===== config.mk =====
export PLATFORM = sky130hd
export DESIGN_NAME = uart_rx
export DESIGN_NICKNAME = d
export VERILOG_FILES = /design/src/rtl/uart_rx.sv
export SDC_FILE = /design/constraint.sdc
export NUM_CORES = 1
export LEC_CHECK = 0
export CAP_MARGIN = 20
export CORE_UTILIZATION = 40
export DETAILED_ROUTE_END_ITERATION = 6
export GPL_ROUTABILITY_DRIVEN = 1
export GPL_TIMING_DRIVEN = 1
export PLACE_DENSITY_LB_ADDON = 0.05
export SLEW_MARGIN = 0
export SYNTH_ARGS = -nofsm -noshare
export SYNTH_HDL_FRONTEND = slang
export SYNTH_SLANG_ARGS = --single-unit

===== constraint.sdc =====
create_clock -name clk -period 6 [get_ports clk]
set_input_delay 1.2 -clock clk [delete_from_list [all_inputs] [get_ports clk]]
set_output_delay 1.2 -clock clk [all_outputs]
set_load 0.03 [all_outputs]

===== src/rtl/uart_rx.sv =====
// 8N1 UART receiver: 2-flop input synchronizer, mid-bit sampling FSM and a
// single-entry valid/ready output buffer with frame-error and overrun pulses.
module uart_rx #(
  parameter int unsigned CLK_FREQ  = 50000000,
  parameter int unsigned BAUD_RATE = 115200
) (
  input  logic       clk,
  input  logic       rst,
  input  logic       rx,
  output logic [7:0] data,
  output logic       valid,
  input  logic       ready,
  output logic       frame_err,
  output logic       overrun
);

  localparam int unsigned BAUD_DIV = CLK_FREQ / BAUD_RATE;
  localparam int unsigned HALF_DIV = BAUD_DIV / 2;
  localparam int unsigned CNT_W    = 16;
  localparam int unsigned DATA_W   = 8;
  localparam int unsigned IDX_W    = 3;

  localparam logic [CNT_W-1:0] FULL_RELOAD = CNT_W'(BAUD_DIV - 1);
  localparam logic [CNT_W-1:0] HALF_RELOAD = CNT_W'(HALF_DIV - 1);
  localparam logic [IDX_W-1:0] LAST_IDX    = IDX_W'(DATA_W - 1);

  typedef enum logic [2:0] {
    ST_IDLE,
    ST_START,
    ST_DATA,
    ST_STOP,
    ST_BREAK
  } state_t;

  logic [1:0]        sync_q;
  logic              rx_s;

  state_t            state_q, state_d;
  logic [CNT_W-1:0]  baud_cnt_q, baud_cnt_d;
  logic [IDX_W-1:0]  bit_idx_q, bit_idx_d;
  logic [DATA_W-1:0] shift_q, shift_d;
  logic [DATA_W-1:0] data_d;
  logic              valid_d;
  logic              frame_err_d;
  logic              overrun_d;
  logic              tick_c;
  logic              deliver_c;

  // Two-flop synchronizer; idles high so reset does not look like a start bit.
  always_ff @(posedge clk or posedge rst) begin
    if (rst) begin
      sync_q <= 2'b11;
    end else begin
      sync_q <= {sync_q[0], rx};
    end
  end

  assign rx_s   = sync_q[1];
  assign tick_c = (baud_cnt_q == '0);

  // State and datapath registers.
  always_ff @(posedge clk or posedge rst) begin
    if (rst) begin
      state_q    <= ST_IDLE;
      baud_cnt_q <= '0;
      bit_idx_q  <= '0;
      shift_q    <= '0;
      data       <= '0;
      valid      <= 1'b0;
      frame_err  <= 1'b0;
      overrun    <= 1'b0;
    end else begin
      state_q    <= state_d;
      baud_cnt_q <= baud_cnt_d;
      bit_idx_q  <= bit_idx_d;
      shift_q    <= shift_d;
      data       <= data_d;
      valid      <= valid_d;
      frame_err  <= frame_err_d;
      overrun    <= overrun_d;
    end
  end

  // Next-state, sampling and delivery decisions.
  always_comb begin
    state_d     = state_q;
    baud_cnt_d  = tick_c ? baud_cnt_q : baud_cnt_q - CNT_W'(1);
    bit_idx_d   = bit_idx_q;
    shift_d     = shift_q;
    deliver_c   = 1'b0;
    frame_err_d = 1'b0;

    unique case (state_q)
      ST_IDLE: begin
        if (!rx_s) begin
          state_d    = ST_START;
          baud_cnt_d = HALF_RELOAD;
        end
      end
      ST_START: begin
        if (tick_c) begin
          if (!rx_s) begin
            state_d    = ST_DATA;
            baud_cnt_d = FULL_RELOAD;
            bit_idx_d  = '0;
          end else begin
            state_d = ST_IDLE;
          end
        end
      end
      ST_DATA: begin
        if (tick_c) begin
          shift_d    = {rx_s, shift_q[DATA_W-1:1]};
          baud_cnt_d = FULL_RELOAD;
          bit_idx_d  = bit_idx_q + IDX_W'(1);
          if (bit_idx_q == LAST_IDX) begin
            state_d = ST_STOP;
          end
        end
      end
      ST_STOP: begin
        if (tick_c) begin
          if (rx_s) begin
            deliver_c = 1'b1;
            state_d   = ST_IDLE;
          end else begin
            frame_err_d = 1'b1;
            state_d     = ST_BREAK;
          end
        end
      end
      ST_BREAK: begin
        // Held-low line must return high before a new start bit is armed.
        if (rx_s) begin
          state_d = ST_IDLE;
        end
      end
      default: begin
        state_d = ST_IDLE;
      end
    endcase
  end

  // Single-entry output buffer; a byte arriving while full is dropped.
  always_comb begin
    data_d    = data;
    valid_d   = valid;
    overrun_d = 1'b0;

    if (valid && ready) begin
      valid_d = 1'b0;
    end

    if (deliver_c) begin
      if (!valid || ready) begin
        data_d  = shift_q;
        valid_d = 1'b1;
      end else begin
        overrun_d = 1'b1;
      end
    end
  end

endmodule


==> metrics.txt <==
pwr dens=232 nW/um2; initial antenna violation count=0; Final Skew=~0.0053 ns; Setup CP Type=reg2reg; shortest period the worst path allows=3.02 ns; HPWL after DPL=about 2900 um; mean routed wirelength per cell=15.5 um; DIE HEIGHT=between 70 and 80 um; Final TNS setup=0 ns; most instantiated cells after synthesis=dfrtp_1 (41), a21oi_1 (13), o21ai_0 (10); Ant. Diodes=0; DP Area=2300 um2; Core Util, Final=a little under half; crit path DAT=3.20 ns; largest net degree at the start of global routing=between 40 and 50; Compound-Gate Fraction of Synth Area=between 10 and 15%; worst-skew pair later-pin latency=approximately 0.28 ns; via count=between 1500 and 2000; layout cells sized above 1=between 20% and 30%; DRC=0; max-slew violations=0; EDFF count, synth=0; I/O pin cnt=15; Yosys cell types=45; synthesized area=2110 um2; largest family of logic cells by synthesized area=simple AND/OR/NAND/NOR gates; CP endpoint kind=register; First-pass DRT Iterations=4; final worst setup slack=about 3 ns; drt initial violations=slightly below 90; Die X-Extent=approximately 75 um; CP required=6.17 ns; wire length of the first global-routing pass=slightly below 7000 um; Starting Density=41.5%; Startpoint Class=register; CTS max path bufs=2; cell with the most instances after synthesis=dfrtp_1; maximum clock rate=roughly 330 MHz; xor/xnor cell area share of the yosys netlist=0%; final hold vios=0; Post-Synth Simple-Gate Area=between 10% and 20%; dpl ws=approximately 3 ns; Tightest Pin Transition=0.758 ns; critical path fanouts, max=8; post-synthesis mux area share=11.0%; I/O Buffers=14; largest cells by area after synthesis=dfrtp_1 (49%), mux2_4 (5.7%), mux2_2 (4.8%); Worst-path clk slew=~0.080 ns; hold slack=between 0.3 and 0.4 ns; VDD IR max=0.101 mV; CTS resizes=0; Placement Rows=26; Yosys top cell area share=between 40% and 50%; clk root buf=clkbuf_8; Net Count, Synth=between 150 and 200; Post-synth top flop=dfrtp_1; CTS buffer count=5; adder-cell share of the synthesized area=under 10%; Area Overhead vs Synth=15.4%; nets=around 210; Min-Delay Path Class=reg2reg; Ys Warns=0; GR Overflow Total=0; Final GP Congestion=~0.90; via density per instance=about 5.6; RSZ-0062 raised after global routing=false; period utilisation layout=50.4%; Fillers=490; Post-DRT Antenna Nets=0; Synth Register Bits=43; Total GRT Usage=16.5%; Rel. slew slack=slightly below 50%; Die ar.=about 5600 um2; H-tree depth=2; post-synth top area cell=dfrtp_1; Syn Inst Count=about 190; leakage power figure=1.10 nW; CTS tree=done; postcts setup bufs=0; TritonCTS Sinks=43; design area=approximately 2400 um2; CTS Hold Buffers Added=0; ys async rst share=100%; MaxCap Viol Count=0; Syn Area/Cell=between 10 and 15 um2; outcome=finished clean; final wirelength=approximately 4200 um; register area share after synthesis=about half; vias in the first global route=1503; Final setup viols=0; Placeable Area=5070 um2
## power by group
group          switching [mW]  total [mW]  internal, mW  leakage (nW)
sequential            0.00132       0.292         0.291         0.576
combinational         0.00645     0.00957       0.00312         0.463
clock                  0.0971       0.264         0.166        0.0654
total                   0.105       0.565         0.460          1.10
## placed cells by master, fill, tap and decap left out, drive strengths merged, types with 5 or more instances in the layout
cell type and n:
or2 6, or4 11, or3 6, nor2 6
clkdlybuf4s50 14, clkbuf 6, o21ai 10, a21oi 13
nor4 7, o31ai 5, inv 5, mux2 17
nand2 6, nor3 6, dfrtp 41
## path summary, 6_finish.rpt
check | start | to | slack (ns) | depth (start not counted)
max | baud_cnt_q[0] | data[7] | 2.98 | 6
min | sync_q[0] | sync_q[1] | 0.36 | 0
max reg2reg | baud_cnt_q[0] | data[7] | 2.98 | 6
min reg2reg | sync_q[0] | sync_q[1] | 0.36 | 0
max in group asynchronous | rst | sync_q[1] | 4.26 | 3
min in group asynchronous | rst | overrun | 1.36 | 3
## final cells by class
class | count | area [um2] | area share [%]
inverter | 5 | 18.8 | 0.772
clock buffer | 6 | 72.6 | 2.99
tap | 70 | 87.6 | 3.60
multi-input combinational | 128 | 958 | 39.4
timing repair buffer | 16 | 155 | 6.38
sequential | 43 | 1080 | 44.4
clock inverter | 2 | 60.1 | 2.47
## metal layers
layer	up-vias	wire length, um	part of all wire [%]	global-route usage, %
met5	-	0	0	0
met4	0	63	1.5	7.55
met2	22	1990	48	24.7
li1	721	-	-	-
met1	764	2010	48	22.6
met3	9	112	2.7	3.66
## registers in the layout (all words and copies together) (netlist names)
| name | cells |
|---|---|
| baud_cnt_q | 16 |
| data | 8 |
| shift_q | 8 |
| bit_idx_q | 3 |
| state_q | 3 |
| sync_q | 2 |
| frame_err | 1 |
| overrun | 1 |
| valid | 1 |
## logic make-up (layout without fill, tap and decap cells)
kind of cell               count (synthesis)  in the layout
and+or+nand+nor                           65             65
DFF                                       43             43
AOI/OAI and AO/OA                         41             41
muxes                                     18             18
buffers and inverters                     16             29
adders and majority gates                  4              4
## critical path: stages, from the launching register on
cell and delay [ns]:
dfrtp_1 0.42, inv_1 0.07, ha_1 0.21, or4b_1 0.60, or4_4 0.60, or4_4 0.67
mux2_4 0.33
## per-stage QoR
stage	power, mW	cells
5_1_grt	0.585	270
4_1_cts	0.572	270
6_report	0.565	270
3_5_place_dp	0.308	262
3_3_place_gp	0.308	262
2_1_floorplan	0.303	187
No activity file was read; power rests on OpenSTA's default activity.
==> patch 1: new RTL, same flow settings <==
`shift_q` and `data` no longer have a reset.
--- a/src/rtl/uart_rx.sv
+++ b/src/rtl/uart_rx.sv
@@ -66,4 +66,2 @@
       bit_idx_q  <= '0;
-      shift_q    <= '0;
-      data       <= '0;
       valid      <= 1'b0;
@@ -75,4 +73,2 @@
       bit_idx_q  <= bit_idx_d;
-      shift_q    <= shift_d;
-      data       <= data_d;
       valid      <= valid_d;
@@ -81,2 +77,7 @@
     end
+  end
+
+  always_ff @(posedge clk) begin
+    shift_q <= shift_d;
+    data    <= data_d;
   end
Formal check against the unedited RTL: no difference found for any inputs over 10 cycles, from zero or initial values and one cycle with rst high; that may be too few to reach the edited logic, so the function may still have changed.
==> patch 1 against the original RTL <==
- area after synthesis down 7.1%
- final area down 6.8%
- clock power down 28%
- clock skew about the same
- total power down 11%
- sequential cell count unchanged
- worst setup slack better by 410 ps
- wire length down 13%
- global-route usage down 0.45 points
- first-iteration DRC count down 8.0%
- critical path type unchanged
- highest routed layer unchanged
==> patch 1: results (changes against the original RTL) <==
post-synthesis sequential area ratio: 59.17% (+8.0 points)
Non-Clock Buffer Count: 15 (-1)
Routed WL: 3.656 mm (-13%)
Signal buf overhead: 6.847% (+0.47 points)
worst-case clock skew: 5.361 ps (+0.07874 ps)
number of unique standard cell types used by synthesis: 39 (-13%)
number of fill cells in the layout: 425 (-13%)
wire length per cell: 14.01 µm (-9.5%)
status: finished, final reports clean
Switch Pwr: 112.5 µW (+7.3%)
slowest CP cell: dfrtp_1
number of enable flip-flop cells after synthesis: 16 (+16)
Pleak: 0.0008977 µW (-19%)
highest net fanout along the worst path: 7 (-1)
pin slew with the least headroom to its limit: 633.8 ps (-124.1 ps)
GRT Util Overall: 16.00% (-0.45 points)
Initial DRC Count: 80 (-8.0%)
FF+latch count: 43 (unchanged)
share of final-layout standard cells stronger than drive strength 1: 10.82% (-10 points)
total placed instance area: 2158 µm² (-6.1%)
Core Box Area: 4723 µm² (-6.9%)
worst ir drop on vdd: 0.08474 mV (-16%)
clock network latency to the later pin of the worst-skew pair: 300 ps (+20 ps)
number of cells after detailed placement: 252 (-3.8%)
total nets after synthesis: 185 (-5.1%)
patch 1: cell count changes in the layout (fill, tap and decap cells not counted), sizes merged, moves of 4 or more:
cell	before	now
or4	11	2
nand3	2	6
dfrtp	41	25
edfxtp	0	16
a21oi	13	4
nand2	6	18
or2	6	1
mux2	17	1
xor2	0	5
nand4	0	6
nor2	6	23
patch 1: metal layers:
metal	vias to the layer above	GRT usage [%]	share of wire, %
li1	668	-	-
met1	667	21.62	49
met2	34	24.95	46
met3	7	3.472	3.3
met4	0	7.190	1.7
met5	-	0	0
patch 1: power groups by stage:
stage	Clock, µW	Sequential, µW	Combinational [µW]
after floorplan	0	310	4.60
after global placement	0	311	6.98
after detailed placement	0	311	7.22
after CTS	195	305	7.25
after global routing	208	305	9.02
final	190	305	8.12
patch 1: cells by family after synthesis:
logic type	Yosys count
adders and majority gates	4
DFF	43
buffers and inverters	12
xor gates and xnor gates	7
and+or+nand+nor	82
AOI/OAI and AO/OA	24
muxes	5
==> patch 2: new RTL, config.mk and constraints unchanged <==
Made on the original files. `CNT_W`: 16 -> 32.
--- a/src/rtl/uart_rx.sv
+++ b/src/rtl/uart_rx.sv
@@ -18,3 +18,3 @@
   localparam int unsigned HALF_DIV = BAUD_DIV / 2;
-  localparam int unsigned CNT_W    = 16;
+  localparam int unsigned CNT_W    = 32;
   localparam int unsigned DATA_W   = 8;
Formal check against the unedited RTL: no difference found for any inputs over 10 cycles, from zero or initial values and one cycle with rst high; that may be too few to reach the edited logic, so the function may still have changed.
==> patch 2 against the original RTL <==
- area after synthesis up 39%
- final area increased by 37%
- via count grew 38%
- wire length up 40%
- worst setup slack worse by 370 ps
- sequential share of layout area barely moved
- total power up 31%
- sequential cell count grew 16
==> patch 2: results (changes against the original RTL) <==
status: finished, final reports clean
share of final-layout standard cells stronger than drive strength 1: 17.83% (-3.2 points)
number of fill cells in the layout: 641 (+31%)
worst ir drop on vdd: 0.1373 mV (+36%)
worst-case clock skew: 12.16 ps (+6.879 ps)
Signal buf overhead: 4.878% (-1.5 points)
Initial DRC Count: 93 (+6.9%)
global placement routability congestion: 0.7511 (-16%)
vias in the first global route: 2023 (+35%)
post-synthesis sequential area ratio: 50.49% (-0.70 points)
maximum number of pins on one net before global-route repair: 60 (+36%)
total nets after synthesis: 275 (+41%)
cell types with the largest area share after synthesis: dfrtp_1 49%, mux2_4 4.1%, mux2_2 3.5%
clock network latency to the later pin of the worst-skew pair: 340 ps (+60 ps)
number of cells after detailed placement: 365 (+39%)
Clock-cell share: 5.366% (-0.090 points)
Routed WL: 5.830 mm (+40%)
GRT Util Overall: 17.17% (+0.72 points)
multiplexer share of the synthesized area: 7.903% (-3.1 points)
Avg Cell Area, Syn: 10.97 µm² (-2.6%)
via density per instance: 5.466 (-2.7%)
Num CTS Buffers: 9 (+4)
worst setup slack after placement: 2350 ps (-646.4 ps)
relative max-transition margin: 42.65% (-6.4 points)
highest cell delay on the worst timing path: 650 ps (-20 ps)
registers with the most flip-flops: baud_cnt_q (32), data (8), shift_q (8)
Seq/total area: 44.35% (about the same)
Clock Sinks: 59 (+37%)
Pleak: 0.001487 µW (+35%)
clock buffer instance count of the final layout: 10 (+4)
total number of vias: 2088 (+38%)
area growth from synthesis to final layout: 13.84%
most frequent cells after synthesis: 57 x dfrtp_1, 21 x nor2_1, 20 x a21oi_1
arrival time reported for the critical path endpoint: 3610 ps (+410 ps)
xor/xnor cell area share of the yosys netlist: 2.990% (+3.0 points)
total placed instance area: 3141 µm² (+37%)
area of the multi-input gates: 1375 µm² (+43%)
DP HPWL: 3.715 mm (+28%)
## patch 2: changes by cell type in the layout (fill, tap and decap cells not counted), sizes merged, moves of 5 or more
cell   change
o31ai      +7
or3        +5
nor2      +15
xor2       +9
dfrtp     +16
a21oi      +7
## patch 2: worst paths after layout
kind                           startpoint             end  slack, ps  cells past startpoint
setup / recovery           baud_cnt_q[20]         data[0]       2610                      6
hold / removal                  sync_q[0]       sync_q[1]        360                      0
setup reg to reg           baud_cnt_q[20]         data[0]       2610                      6
hold reg to reg                 sync_q[0]       sync_q[1]        360                      0
max in group asynchronous             rst  baud_cnt_q[17]       4090                      3
min in group asynchronous             rst         data[1]       1390                      3
## patch 2: report_power, final
| group | switching (µW) | internal, µW |
|---|---|---|
| combinational | 8.67 | 2.63 |
| sequential | 1.08 | 399 |
| clock | 174 | 154 |
## patch 2: layer usage
layer,GRT usage [%],up-vias,routed length (µm)
met5,0,-,0
met4,4.471,0,32
met3,6.315,5,230
met2,26.28,32,2655
met1,23.11,1020,2911
li1,-,1031,-
